<file path="config.mk">
export PLATFORM = sky130hd
export DESIGN_NAME = alu_operand_loader
export DESIGN_NICKNAME = d
export VERILOG_FILES = /design/src/rtl/alu_operand_loader.sv
export SDC_FILE = /design/constraint.sdc
export NUM_CORES = 1
export LEC_CHECK = 0
export BUFFER_PORTS_ARGS = -buffer_cell sky130_fd_sc_hd__buf_2
export CORE_ASPECT_RATIO = 0.6
export CORE_MARGIN = 2
export CORE_UTILIZATION = 29
export DETAILED_ROUTE_END_ITERATION = 6
export RECOVER_POWER = 25
export SYNTH_ARGS = -nofsm -noshare
export SYNTH_HDL_FRONTEND = slang
export SYNTH_SLANG_ARGS = --single-unit
</file>
<file path="constraint.sdc">
create_clock -name clk -period 2.4 [get_ports clk]
set_clock_uncertainty 0.2 [all_clocks]
set_input_delay 0 -clock clk [delete_from_list [all_inputs] [get_ports clk]]
set_output_delay 0 -clock clk [all_outputs]
set_load 0.03 [all_outputs]
</file>
<file path="src/rtl/alu_operand_loader.sv">
// alu_operand_loader: collects operand A, operand B and an opcode for alu_8bits
// over one shared byte bus, one item per synchronized load strobe, then latches
// the ALU result into a held output with a valid flag.
//
// Ports:
//   clk, rst_n    - system clock, asynchronous active-low reset
//   ena           - design enable; FSM and capture registers hold while low
//   din           - shared operand/opcode bus
//   load          - asynchronous level strobe from a pin; rising edge steps capture
//   clear         - synchronous flush of FSM and capture/result registers
//   alu_a/b/s     - registered operands and opcode presented to the ALU
//   alu_result    - combinational result returned by the ALU
//   result        - held result of the last completed operation
//   result_valid  - result holds a completed operation
//   phase         - current FSM state (0=WAIT_A, 1=WAIT_B, 2=WAIT_OP, 3=EXEC)
module alu_operand_loader #(
  parameter int unsigned DATA_W      = 8,
  parameter int unsigned OP_W        = 2,
  parameter int unsigned SYNC_STAGES = 2
) (
  input  logic              clk,
  input  logic              rst_n,
  input  logic              ena,
  input  logic [DATA_W-1:0] din,
  input  logic              load,
  input  logic              clear,
  output logic [DATA_W-1:0] alu_a,
  output logic [DATA_W-1:0] alu_b,
  output logic [OP_W-1:0]   alu_s,
  input  logic [DATA_W-1:0] alu_result,
  output logic [DATA_W-1:0] result,
  output logic              result_valid,
  output logic [1:0]        phase
);

  // Fewer than two stages would not be a real synchronizer.
  localparam int unsigned SyncN = (SYNC_STAGES < 2) ? 2 : SYNC_STAGES;

  typedef enum logic [1:0] {
    StWaitA  = 2'd0,
    StWaitB  = 2'd1,
    StWaitOp = 2'd2,
    StExec   = 2'd3
  } state_e;

  // ---------------------------------------------------------------------------
  // Load strobe synchronizer and rising-edge detector.
  // Free-running: neither ena nor clear touches it, so an edge seen while ena
  // is low is consumed and lost.
  // ---------------------------------------------------------------------------
  logic [SyncN-1:0] sync_q;
  logic             sync_prev_q;
  logic             sync_out;
  logic             load_pulse;

  assign sync_out   = sync_q[SyncN-1];
  assign load_pulse = sync_out & ~sync_prev_q;

  always_ff @(posedge clk or negedge rst_n) begin
    if (!rst_n) begin
      sync_q      <= '0;
      sync_prev_q <= 1'b0;
    end else begin
      sync_q      <= {sync_q[SyncN-2:0], load};
      sync_prev_q <= sync_out;
    end
  end

  // ---------------------------------------------------------------------------
  // Capture FSM
  // ---------------------------------------------------------------------------
  state_e            state_q, state_d;
  logic [DATA_W-1:0] a_q, a_d;
  logic [DATA_W-1:0] b_q, b_d;
  logic [OP_W-1:0]   s_q, s_d;
  logic [DATA_W-1:0] result_q, result_d;
  logic              valid_q, valid_d;

  always_comb begin
    state_d  = state_q;
    a_d      = a_q;
    b_d      = b_q;
    s_d      = s_q;
    result_d = result_q;
    valid_d  = valid_q;

    if (clear) begin
      // Flush wins over a pending capture and over EXEC.
      state_d  = StWaitA;
      a_d      = '0;
      b_d      = '0;
      s_d      = '0;
      result_d = '0;
      valid_d  = 1'b0;
    end else if (ena) begin
      unique case (state_q)
        StWaitA: begin
          if (load_pulse) begin
            a_d     = din;
            valid_d = 1'b0;  // old result stays visible but is no longer current
            state_d = StWaitB;
          end
        end
        StWaitB: begin
          if (load_pulse) begin
            b_d     = din;
            state_d = StWaitOp;
          end
        end
        StWaitOp: begin
          if (load_pulse) begin
            s_d     = din[OP_W-1:0];
            state_d = StExec;
          end
        end
        StExec: begin
          // Operands have been stable for a full cycle; sample the ALU.
          result_d = alu_result;
          valid_d  = 1'b1;
          state_d  = StWaitA;
        end
        default: state_d = StWaitA;
      endcase
    end
  end

  always_ff @(posedge clk or negedge rst_n) begin
    if (!rst_n) begin
      state_q  <= StWaitA;
      a_q      <= '0;
      b_q      <= '0;
      s_q      <= '0;
      result_q <= '0;
      valid_q  <= 1'b0;
    end else begin
      state_q  <= state_d;
      a_q      <= a_d;
      b_q      <= b_d;
      s_q      <= s_d;
      result_q <= result_d;
      valid_q  <= valid_d;
    end
  end

  assign alu_a        = a_q;
  assign alu_b        = b_q;
  assign alu_s        = s_q;
  assign result       = result_q;
  assign result_valid = valid_q;
  assign phase        = state_q;

endmodule

</file>
==> results of run 1 <==
state kept, by name (all words and copies together), names as in the netlist:
name and cells:
alu_a 8, alu_b 8, alu_s 2, phase 2, result 8, result_valid 1
sync_prev_q 1, sync_q 2
what timing repair did:
item / CTS / global route
resized for setup: 0 / 0
hold endpoints to repair: 59 / 0
buffers inserted: 0 / 0
hold buffers: 26 / 0
final cells by class:
type,instances,area [sq um],share of cell area [%]
clock inverters,2,35.0,1.75
multi-input cells,99,526,26.3
well taps,63,78.8,3.94
inverters,2,7.51,0.375
clock buffers,6,72.6,3.63
repair buffers,75,480,24.0
flip-flops and latches,32,801,40.0
kinds of logic (layout without fill, tap and decap cells):
family	Yosys count	in the layout
multiplexers	4	4
adder cells (fa/ha/maj)	4	4
flip-flops	32	32
buffers and inverters	10	85
AND/OR/NAND/NOR	64	64
AO/OA/AOI/OAI	27	27
where the power goes:
| group | internal [W] | total (W) | switching, W |
|---|---|---|---|
| Combinational | 0.0000546 | 0.000133 | 0.0000783 |
| Clock | 0.000308 | 0.000508 | 0.000201 |
| Sequential | 0.000551 | 0.000560 | 0.00000949 |
| Total | 0.000913 | 0.00120 | 0.000288 |
final timing paths:
kind / startpoint / slack (ns) / endpoint
max in group asynchronous: rst_n / 1.41 / result[7]$_DFFE_PN0P_
hold reg to reg: sync_q[0]$_DFF_PN0_ / 0.15 / sync_q[1]$_DFF_PN0_
hold / removal: clear / 0.01 / alu_s[1]$_DFFE_PN0P_
min in group asynchronous: rst_n / 0.11 / alu_b[7]$_DFFE_PN0P_
setup / recovery: phase[1]$_DFFE_PN0P_ / 0.44 / result[5]$_DFFE_PN0P_
setup reg to reg: phase[1]$_DFFE_PN0P_ / 0.44 / result[5]$_DFFE_PN0P_
synth_stat cells:
master,number
a21oi_1,25
and4b_1,2
buf_1,2
buf_2,4
buf_6,1
clkbuf_1,1
dfrtp_1,32
ha_1,4
inv_1,2
mux2_4,1
mux2i_1,3
nand2_1,42
nand2b_1,3
nand3_1,8
nand4b_1,3
nor2_1,4
nor2b_1,1
nor3_1,1
o21a_1,1
o221ai_1,1
metal layers:
layer | vias to the layer above | track usage, %
met5 | - | 0
met4 | 0 | 5.04
met3 | 5 | 4.89
met2 | 45 | 22.2
met1 | 558 | 19.6
li1 | 615 | -
critical path, delay by kind of cell (launching register included):
kind | cells | cell delay (ns)
and+or+nand+nor | 1 | 0.13
buffers and inverters | 1 | 0.60
AOI/OAI and AO/OA | 1 | 0.12
adders and majority gates | 1 | 0.40
DFF | 1 | 0.43
through the flow:
| step | power, W | worst slack [ns] | instance area (sq um) | util [%] |
|---|---|---|---|---|
| floorplan | 0.000634 | 0.521 | 1380 | - |
| global placement | 0.000682 | 0.680 | 1660 | 36.3 |
| finish | 0.00120 | 0.439 | 2000 | 43.8 |
| detailed placement | 0.000683 | 0.633 | 1660 | 36.3 |
| CTS | 0.00122 | 0.466 | 2030 | 44.4 |
| global route | 0.00126 | 0.308 | 2000 | 43.8 |
==> flow_metrics.py, run 1 <==
metrics = {
    "drt": {
        "top_layer": "met4",
        "wl_met3_um": 295,
        "drc": 0,
        "wl_per_cell_um": 12.9,
        "dr_total_vias": 1223,
        "viasPerCell": 4.38,
        "drtIter0Drc": 52,
        "wl_um": 3590,
        "dr_wl_met2_um": 1500,
        "drtAntennaViolNets": 0,
        "drtPass1Iterations": 4,
        "wl_met1_um": 1760,
    },
    "yosys": {
        "synth_fa_ha_area_share_pct": 3.64,
        "synth_top_area_share_pct": 58.2,
        "syn-num-nets": 166,
        "ys_warn_count": 0,
        "ys_types": 20,
        "seq_area_frac_synth_pct": 58.2,
        "synth_seq_cells": 32,
        "synthMuxAreaShare_pct": 3.27,
        "synthXorXnorAreaFrac_pct": 0,
        "synth_cells": 141,
        "synth_area_leaders": "dfrtp_1, nand2_1, a21oi_1",
        "synth_top_family_by_area": "simple AND/OR/NAND/NOR gates",
        "synth_area_leader_cell": "dfrtp_1",
        "synth-compound-area-share_pct": 10.3,
        "synth_area_sq_um": 1380,
        "syn_avg_cell_area_sq_um": 9.76,
        "synth_simple_gate_area_share_pct": 21.0,
    },
    "die": {
        "num_io_pins": 50,
        "fp.dieH_um": 57.4,
        "start_util_pct": 30.2,
        "rows": 19,
        "core_area_sq_um": 4560,
        "die_area_sq_um": 5330,
        "die_x_um": 92.9,
    },
    "grt": {
        "grt.overflow.total": 0,
        "antenna_found_initial": 0,
        "grt_max_degree": 33,
        "grt_usage_pct": 14.5,
        "grt_pass1_vias": 1233,
        "grt_pass1_wl_um": 5840,
    },
    "cells_and_area": {
        "final_cell_mix": "nand2_1, dfrtp_1, buf_2",
        "drive_gt1_share_pct": 17.1,
        "final_common_cell": "nand2_1",
        "diodes": 0,
        "nets": 240,
        "syn_to_final_growth_pct": 45.4,
        "final_cells": 279,
        "nFillCells": 478,
    },
    "clocking": {
        "clock_latency_ns": 0.29,
        "tritoncts": "built",
        "cts-root-buf": "clkbuf_8",
        "cts_buffers": 5,
        "htreeDepth": 2,
        "clk_pin_slew_worst_paths_ns": 0.07,
        "cts.sinks": 32,
        "cts_buffer_depth": 2,
    },
    "place": {
        "io_buffers": 49,
        "hpwlAfterDp_um": 2270,
        "place.gp.congestion": 0.745,
        "place_inst": 245,
    },
    "worst_setup_path": {
        "crit_chain": "ha_1, nand3_1, dlygate4sd3_1, a21oi_1",
        "critical_path_class": "reg2reg",
        "critPathLaunchType": "flip-flop",
        "cp_max_fo": 10,
        "critical_path_required_ns": 2.40,
        "crit_path_end_kind": "flip-flop",
        "arrival_ns": 1.96,
        "slowest_stage": "dlygate4sd3_1",
        "r2r.worst_path.cells": 4,
        "cpPeakStageDelay_ns": 0.60,
    },
    "sta": {
        "rsz0062_at_grt": "no",
        "min_period_ns": 1.96,
        "hold_violations": 0,
        "finalSetupViolations": 0,
        "fmax_mhz": 510,
        "final.setup.tns_ns": 0,
        "worst_slew_pin_slew_ns": 0.736,
        "post-route-period-util_pct": 81.7,
        "final_max_slew_viol_count": 0,
        "relSlewSlack_pct": 50.9,
        "whs_ns": 0.0104,
    },
    "flow_run": {
        "maxCapViolations": 0,
    },
    "worst_hold_path": {
        "hold_depth": 2,
        "worstHoldPathType": "in2reg",
    },
    "power": {
        "p_per_area_nw_per_um2": 601,
        "p_leak_nw": 0.885,
        "vdd_ir_drop_max_uv": 273,
    },
    "run_status": {
        "status": "finished, final reports clean",
    },
}
Note: power is estimated with default switching activity, not from simulation.
==> run 2: changes to the inputs <==
==> constraint.sdc (replaced) <==
create_clock -name clk -period 1.8 [get_ports clk]
set_clock_uncertainty 0.2 [all_clocks]
set_input_delay 0 -clock clk [delete_from_list [all_inputs] [get_ports clk]]
set_output_delay 0 -clock clk [all_outputs]
set_load 0.03 [all_outputs]
==> flow_metrics.py, run 2 (same netlist as run 1, synthesis figures left out) <==
metrics = {
    "sta": {
        "finalSetupViolations": 0,
        "post-route-period-util_pct": 96.2,
        "worst_slew_pin_slew_ns": 0.729,
        "rsz0062_at_grt": "no",
        "min_period_ns": 1.73,
        "final.setup.tns_ns": 0,
        "relSlewSlack_pct": 51.4,
        "final_max_slew_viol_count": 0,
        "fmax_mhz": 578,
        "setup_slack_ns": 0.0688,
        "hold_violations": 0,
    },
    "cells_and_area": {
        "drive_gt1_share_pct": 20.7,
        "final_cell_mix": "nand2_1, dfrtp_1, buf_2",
        "nFillCells": 483,
        "final_common_cell": "nand2_1",
        "diodes": 0,
        "nets": 238,
        "syn_to_final_growth_pct": 42.6,
        "final_cells": 276,
        "design_area_sq_um": 1960,
    },
    "power": {
        "vdd_ir_drop_max_uv": 367,
        "pwr-share-seq_pct": 48.9,
        "swShare_pct": 24.6,
        "internal_power_w": 0.00115,
        "p_comb_share_pct": 12.0,
        "p_sw_w": 0.000376,
        "p_leak_nw": 0.893,
        "p_per_area_nw_per_um2": 780,
        "power_frac_clock_pct": 39.1,
    },
    "die": {
        "start_util_pct": 30.2,
        "num_io_pins": 50,
        "fp.dieH_um": 57.4,
        "rows": 19,
        "die_area_sq_um": 5330,
        "core_area_sq_um": 4560,
        "die_x_um": 92.9,
    },
    "place": {
        "place.gp.congestion": 0.733,
        "post-place-ws_ns": 0.0824,
        "hpwlAfterDp_um": 2290,
        "place_inst": 249,
        "io_buffers": 49,
        "dpl_cell_area_sq_um": 1690,
    },
    "worst_setup_path": {
        "critical_path_class": "reg2reg",
        "cp_max_fo": 5,
        "arrival_ns": 1.70,
        "critical_path_required_ns": 1.77,
        "critPathLaunchType": "flip-flop",
        "crit_path_end_kind": "flip-flop",
    },
    "clocking": {
        "clk_pin_slew_worst_paths_ns": 0.06,
        "cts_buffer_depth": 2,
        "clock_latency_ns": 0.28,
        "cts-root-buf": "clkbuf_8",
        "htreeDepth": 2,
        "post-cts-setup-buffers": 0,
        "tritoncts": "built",
        "cts.sinks": 32,
        "cts_buffers": 5,
    },
    "worst_hold_path": {
        "worstHoldPathType": "in2async",
    },
    "grt": {
        "grt.overflow.total": 0,
        "grt_pass1_vias": 1143,
        "grt_usage_pct": 13.6,
        "grt_pass1_wl_um": 5520,
        "antenna_found_initial": 0,
        "grt_max_degree": 33,
    },
    "drt": {
        "wl_per_cell_um": 12.5,
        "drtPass1Iterations": 4,
        "dr_total_vias": 1224,
        "drtAntennaViolNets": 0,
        "viasPerCell": 4.43,
        "drtIter0Drc": 36,
        "wl_um": 3460,
        "drc": 0,
    },
    "flow_run": {
        "maxCapViolations": 0,
    },
    "run_status": {
        "status": "finished, final reports clean",
    },
}
run 2: final cells by class:
cell class	count	area, sq um	area share (%)
repair buffers	73	450	22.9
flip-flops and latches	32	803	40.9
clock buffers	7	96.3	4.91
well taps	63	78.8	4.02
inverters	2	7.51	0.382
multi-input cells	99	527	26.8
run 2: worst paths after layout:
path                                      start                   end  slack (ns)  depth (start not counted)
max in group asynchronous                 rst_n  phase[1]$_DFFE_PN0P_        0.77                          2
setup reg to reg           phase[0]$_DFFE_PN0P_  phase[0]$_DFFE_PN0P_        0.07                          5
hold reg to reg             sync_q[0]$_DFF_PN0_   sync_q[1]$_DFF_PN0_        0.15                          0
setup / recovery           phase[0]$_DFFE_PN0P_  phase[0]$_DFFE_PN0P_        0.07                          5
min in group clk            sync_q[0]$_DFF_PN0_   sync_q[1]$_DFF_PN0_        0.15                          0
hold / removal                            rst_n  alu_a[7]$_DFFE_PN0P_        0.11                          2
run 2: layer usage:
metal | GRT usage, % | wire (um) | part of all wire, % | vias to the layer above
met3 | 4.76 | 245 | 7.1 | 6
met4 | 4.41 | 42 | 1.2 | 0
li1 | - | - | - | 611
met1 | 19.4 | 1810 | 52 | 565
met5 | 0 | 0 | 0 | -
met2 | 19.5 | 1360 | 39 | 42
run 2: stage by stage:
step / utilization [%] / hold WS, ns / power (W)
2_1_floorplan: - / -0.496 / 0.000846
3_3_place_gp: 37.0 / -0.102 / 0.000915
3_5_place_dp: 37.0 / -0.104 / 0.000915
4_1_cts: 43.5 / 0.134 / 0.00155
5_1_grt: 43.0 / 0.152 / 0.00161
6_report: 43.0 / 0.115 / 0.00153
run 2: power groups by stage:
| stage | logic [W] | clock network, W | registers [W] |
|---|---|---|---|
| CTS | 0.000186 | 0.000615 | 0.000748 |
| global route | 0.000203 | 0.000657 | 0.000750 |
| detailed placement | 0.000153 | 0 | 0.000762 |
| floorplan | 0.0000620 | 0 | 0.000784 |
| global placement | 0.000154 | 0 | 0.000760 |
| finish | 0.000184 | 0.000598 | 0.000748 |
run 2: timing repair:
action / 4_1_cts / 5_1_grt
endpoints found under the setup margin: 0 / 1
hold buffers: 20 / 0
hold endpoints to repair: 61 / 0
gates resized for setup: 0 / 1
run 2: critical path: stages, from the launching register on:
cell and delay (ns):
dfrtp_2 0.40, inv_1 0.08, ha_1 0.24, nor3_1 0.19, o21a_1 0.20, mux2_4 0.31
==> run 3: changes to the inputs <==
--- a/config.mk
+++ b/config.mk
@@ -5,12 +5,13 @@
 export SDC_FILE = /design/constraint.sdc
 export NUM_CORES = 1
 export LEC_CHECK = 0
+export ABC_AREA = 1
 export BUFFER_PORTS_ARGS = -buffer_cell sky130_fd_sc_hd__buf_2
 export CORE_ASPECT_RATIO = 0.6
 export CORE_MARGIN = 2
 export CORE_UTILIZATION = 29
 export DETAILED_ROUTE_END_ITERATION = 6
-export RECOVER_POWER = 25
+export RECOVER_POWER = 50
 export SYNTH_ARGS = -nofsm -noshare
 export SYNTH_HDL_FRONTEND = slang
 export SYNTH_SLANG_ARGS = --single-unit
==> constraint.sdc (replaced) <==
create_clock -name clk -period 1.8 [get_ports clk]
set_clock_uncertainty 0.2 [all_clocks]
set_input_delay 0 -clock clk [delete_from_list [all_inputs] [get_ports clk]]
set_output_delay 0 -clock clk [all_outputs]
set_load 0.05 [all_outputs]
==> flow_metrics.py, run 3 <==
metrics = {
    "sta": {
        "rsz0062_at_grt": "no",
        "relSlewSlack_pct": 47.0,
        "hold_violations": 0,
        "fmax_mhz": 618,
        "worst_slew_pin_slew_ns": 0.794,
        "post-route-period-util_pct": 89.9,
        "finalSetupViolations": 0,
        "whs_ns": 0.145,
        "min_period_ns": 1.62,
        "final.setup.tns_ns": 0,
        "final_max_slew_viol_count": 0,
    },
    "drt": {
        "drtIter0Drc": 84,
        "drtAntennaViolNets": 0,
        "viasPerCell": 4.25,
        "wl_per_cell_um": 11.6,
        "dr_total_vias": 1336,
        "drtPass1Iterations": 4,
        "drc": 0,
        "wl_um": 3630,
    },
    "die": {
        "start_util_pct": 29.8,
        "rows": 20,
        "fp.dieH_um": 59.6,
        "die_x_um": 96.6,
        "num_io_pins": 50,
        "core_area_sq_um": 5000,
        "die_area_sq_um": 5760,
    },
    "clocking": {
        "cts_resized": 0,
        "clk_pin_slew_worst_paths_ns": 0.06,
        "cts.sinks": 32,
        "post-cts-setup-buffers": 0,
        "cts_buffers": 5,
        "clock_latency_ns": 0.27,
        "tritoncts": "built",
        "htreeDepth": 2,
        "cts_buffer_depth": 2,
        "cts-root-buf": "clkbuf_8",
    },
    "grt": {
        "met1_usage_pct": 18.9,
        "grt_pass1_vias": 1291,
        "grt.overflow.total": 0,
        "grt_usage_pct": 13.2,
        "grt.busiest_layer": "met1",
        "grt_pass1_wl_um": 5990,
        "grt_max_degree": 33,
        "antenna_found_initial": 0,
        "met2_usage_pct": 18.7,
        "grtUsageMet3_pct": 4.83,
    },
    "cells_and_area": {
        "nets": 272,
        "diodes": 0,
        "design_area_sq_um": 2060,
        "final_cell_mix": "nand2_1, dfrtp_1, buf_2",
        "syn_to_final_growth_pct": 37.8,
        "drive_gt1_share_pct": 19.4,
        "final_common_cell": "nand2_1",
    },
    "worst_setup_path": {
        "critPathLaunchType": "flip-flop",
        "cp_max_fo": 9,
        "worstSetupStartpoint": "phase[1]$_DFFE_PN0P_",
        "slowest_stage": "dfrtp_1",
        "crit_chain": "inv_1, ha_1, inv_2, o21ai_4, nand2_4, nand2_1, nand2_1",
        "cpPeakStageDelay_ns": 0.43,
        "r2r.worst_path.cells": 7,
        "critical_path_required_ns": 1.76,
        "crit_path_frequent_cell": "nand2_1",
        "r2r_start": "phase[1]$_DFFE_PN0P_",
        "cp_num_cells": 7,
        "path_delay_family": "flip-flops",
        "critical_path_class": "reg2reg",
        "arrival_ns": 1.58,
        "path_buf_inv": 2,
        "crit_path_end_kind": "flip-flop",
    },
    "worst_hold_path": {
        "worstHoldPathType": "in2async",
    },
    "place": {
        "place.gp.congestion": 0.760,
        "hpwlAfterDp_um": 2560,
        "dpl_cell_area_sq_um": 1790,
        "io_buffers": 49,
    },
    "yosys": {
        "synth_area_leaders": "dfrtp_1, nand2_1, nand3_1",
        "syn-num-nets": 199,
        "synth_cells": 174,
        "synth_common_cells": "nand2_1, dfrtp_1, nand3_1",
        "synth.most_common_cell": "nand2_1",
        "synth_top_area_share_pct": 53.6,
        "ys.flop_type": "dfrtp_1",
        "synth_area_sq_um": 1490,
        "synth-edff-count": 0,
        "seq_area_frac_synth_pct": 53.6,
        "ys_types": 18,
        "synth_seq_cells": 32,
        "synth_area_leader_cell": "dfrtp_1",
        "ys_warn_count": 0,
        "synthArstFlopShare_pct": 100,
        "syn_avg_cell_area_sq_um": 8.58,
    },
    "power": {
        "p_leak_nw": 1.10,
        "p_per_area_nw_per_um2": 1180,
        "vdd_ir_drop_max_uv": 426,
    },
    "flow_run": {
        "maxCapViolations": 0,
    },
    "run_status": {
        "status": "finished, final reports clean",
    },
}
-- run 3: cell types whose count changed after synthesis, moves of 4 or more --
cell,before,now
a21oi_1,25,6
inv_1,2,14
nand2_4,0,4
nand3_1,8,17
nand2_1,42,70
nor2_1,4,11
-- run 3: timing repair --
action / 4_1_cts / 5_1_grt
setup endpoints to repair: 0 / 0
hold buffers: 20 / 0
hold endpoints to repair: 60 / 0
-- run 3: through the flow --
step | power, W | setup WS (ns) | cells | util, %
6_report | 0.00244 | 0.182 | 314 | 41.1
5_1_grt | 0.00259 | 0.0327 | 314 | 41.1
4_1_cts | 0.00247 | 0.185 | 314 | 41.6
3_5_place_dp | 0.00188 | 0.200 | 286 | 35.8
3_3_place_gp | 0.00188 | 0.205 | 286 | 35.8
2_1_floorplan | 0.00165 | 0.0322 | 174 | -
-- run 3: final timing paths --
check                                        end  slack, ns
max in group asynchronous  result[7]$_DFFE_PN0P_       0.75
hold reg to reg              sync_q[1]$_DFF_PN0_       0.14
hold / removal              alu_b[5]$_DFFE_PN0P_       0.14
setup reg to reg            alu_b[4]$_DFFE_PN0P_       0.18
setup / recovery            alu_b[4]$_DFFE_PN0P_       0.18
min in group clk             sync_q[1]$_DFF_PN0_       0.15
-- run 3: routing by layer --
metal	share of wire (%)	vias to the layer above
met5	0	-
met4	0.47	0
met3	8.9	2
met2	41	47
met1	49	605
li1	-	682
-- run 3: kinds of logic (layout without fill, tap and decap cells) --
logic type / count (synthesis) / in the layout / share of synthesized area [%]
AOI/OAI and AO/OA: 7 / 7 / 3.10
adders and majority gates: 4 / 4 / 3.35
buffers and inverters: 22 / 96 / 7.04
DFF: 32 / 32 / 53.6
and+or+nand+nor: 109 / 109 / 32.9
-- run 3: final cells by class --
type | count | area, sq um
Timing Repair Buffer | 70 | 427
Multi-Input combinational cell | 120 | 587
Inverter | 18 | 70.1
Fill cell | 523 | 2950
Sequential cell | 32 | 801
Tap cell | 66 | 82.6
Clock buffer | 8 | 90.1
-- run 3: where the power goes --
group          switching, W  internal (W)
registers         0.0000861      0.000832
logic              0.000723      0.000240
clock network      0.000242      0.000312
total               0.00105       0.00138
-- run 3: worst reg2reg max path, delay by kind of cell, from the launching register on --
| kind | cells | cell delay, ns |
|---|---|---|
| buffers and inverters | 2 | 0.15 |
| flip-flops | 1 | 0.43 |
| AND/OR/NAND/NOR | 3 | 0.26 |
| adder cells (fa/ha/maj) | 1 | 0.18 |
| AO/OA/AOI/OAI | 1 | 0.28 |
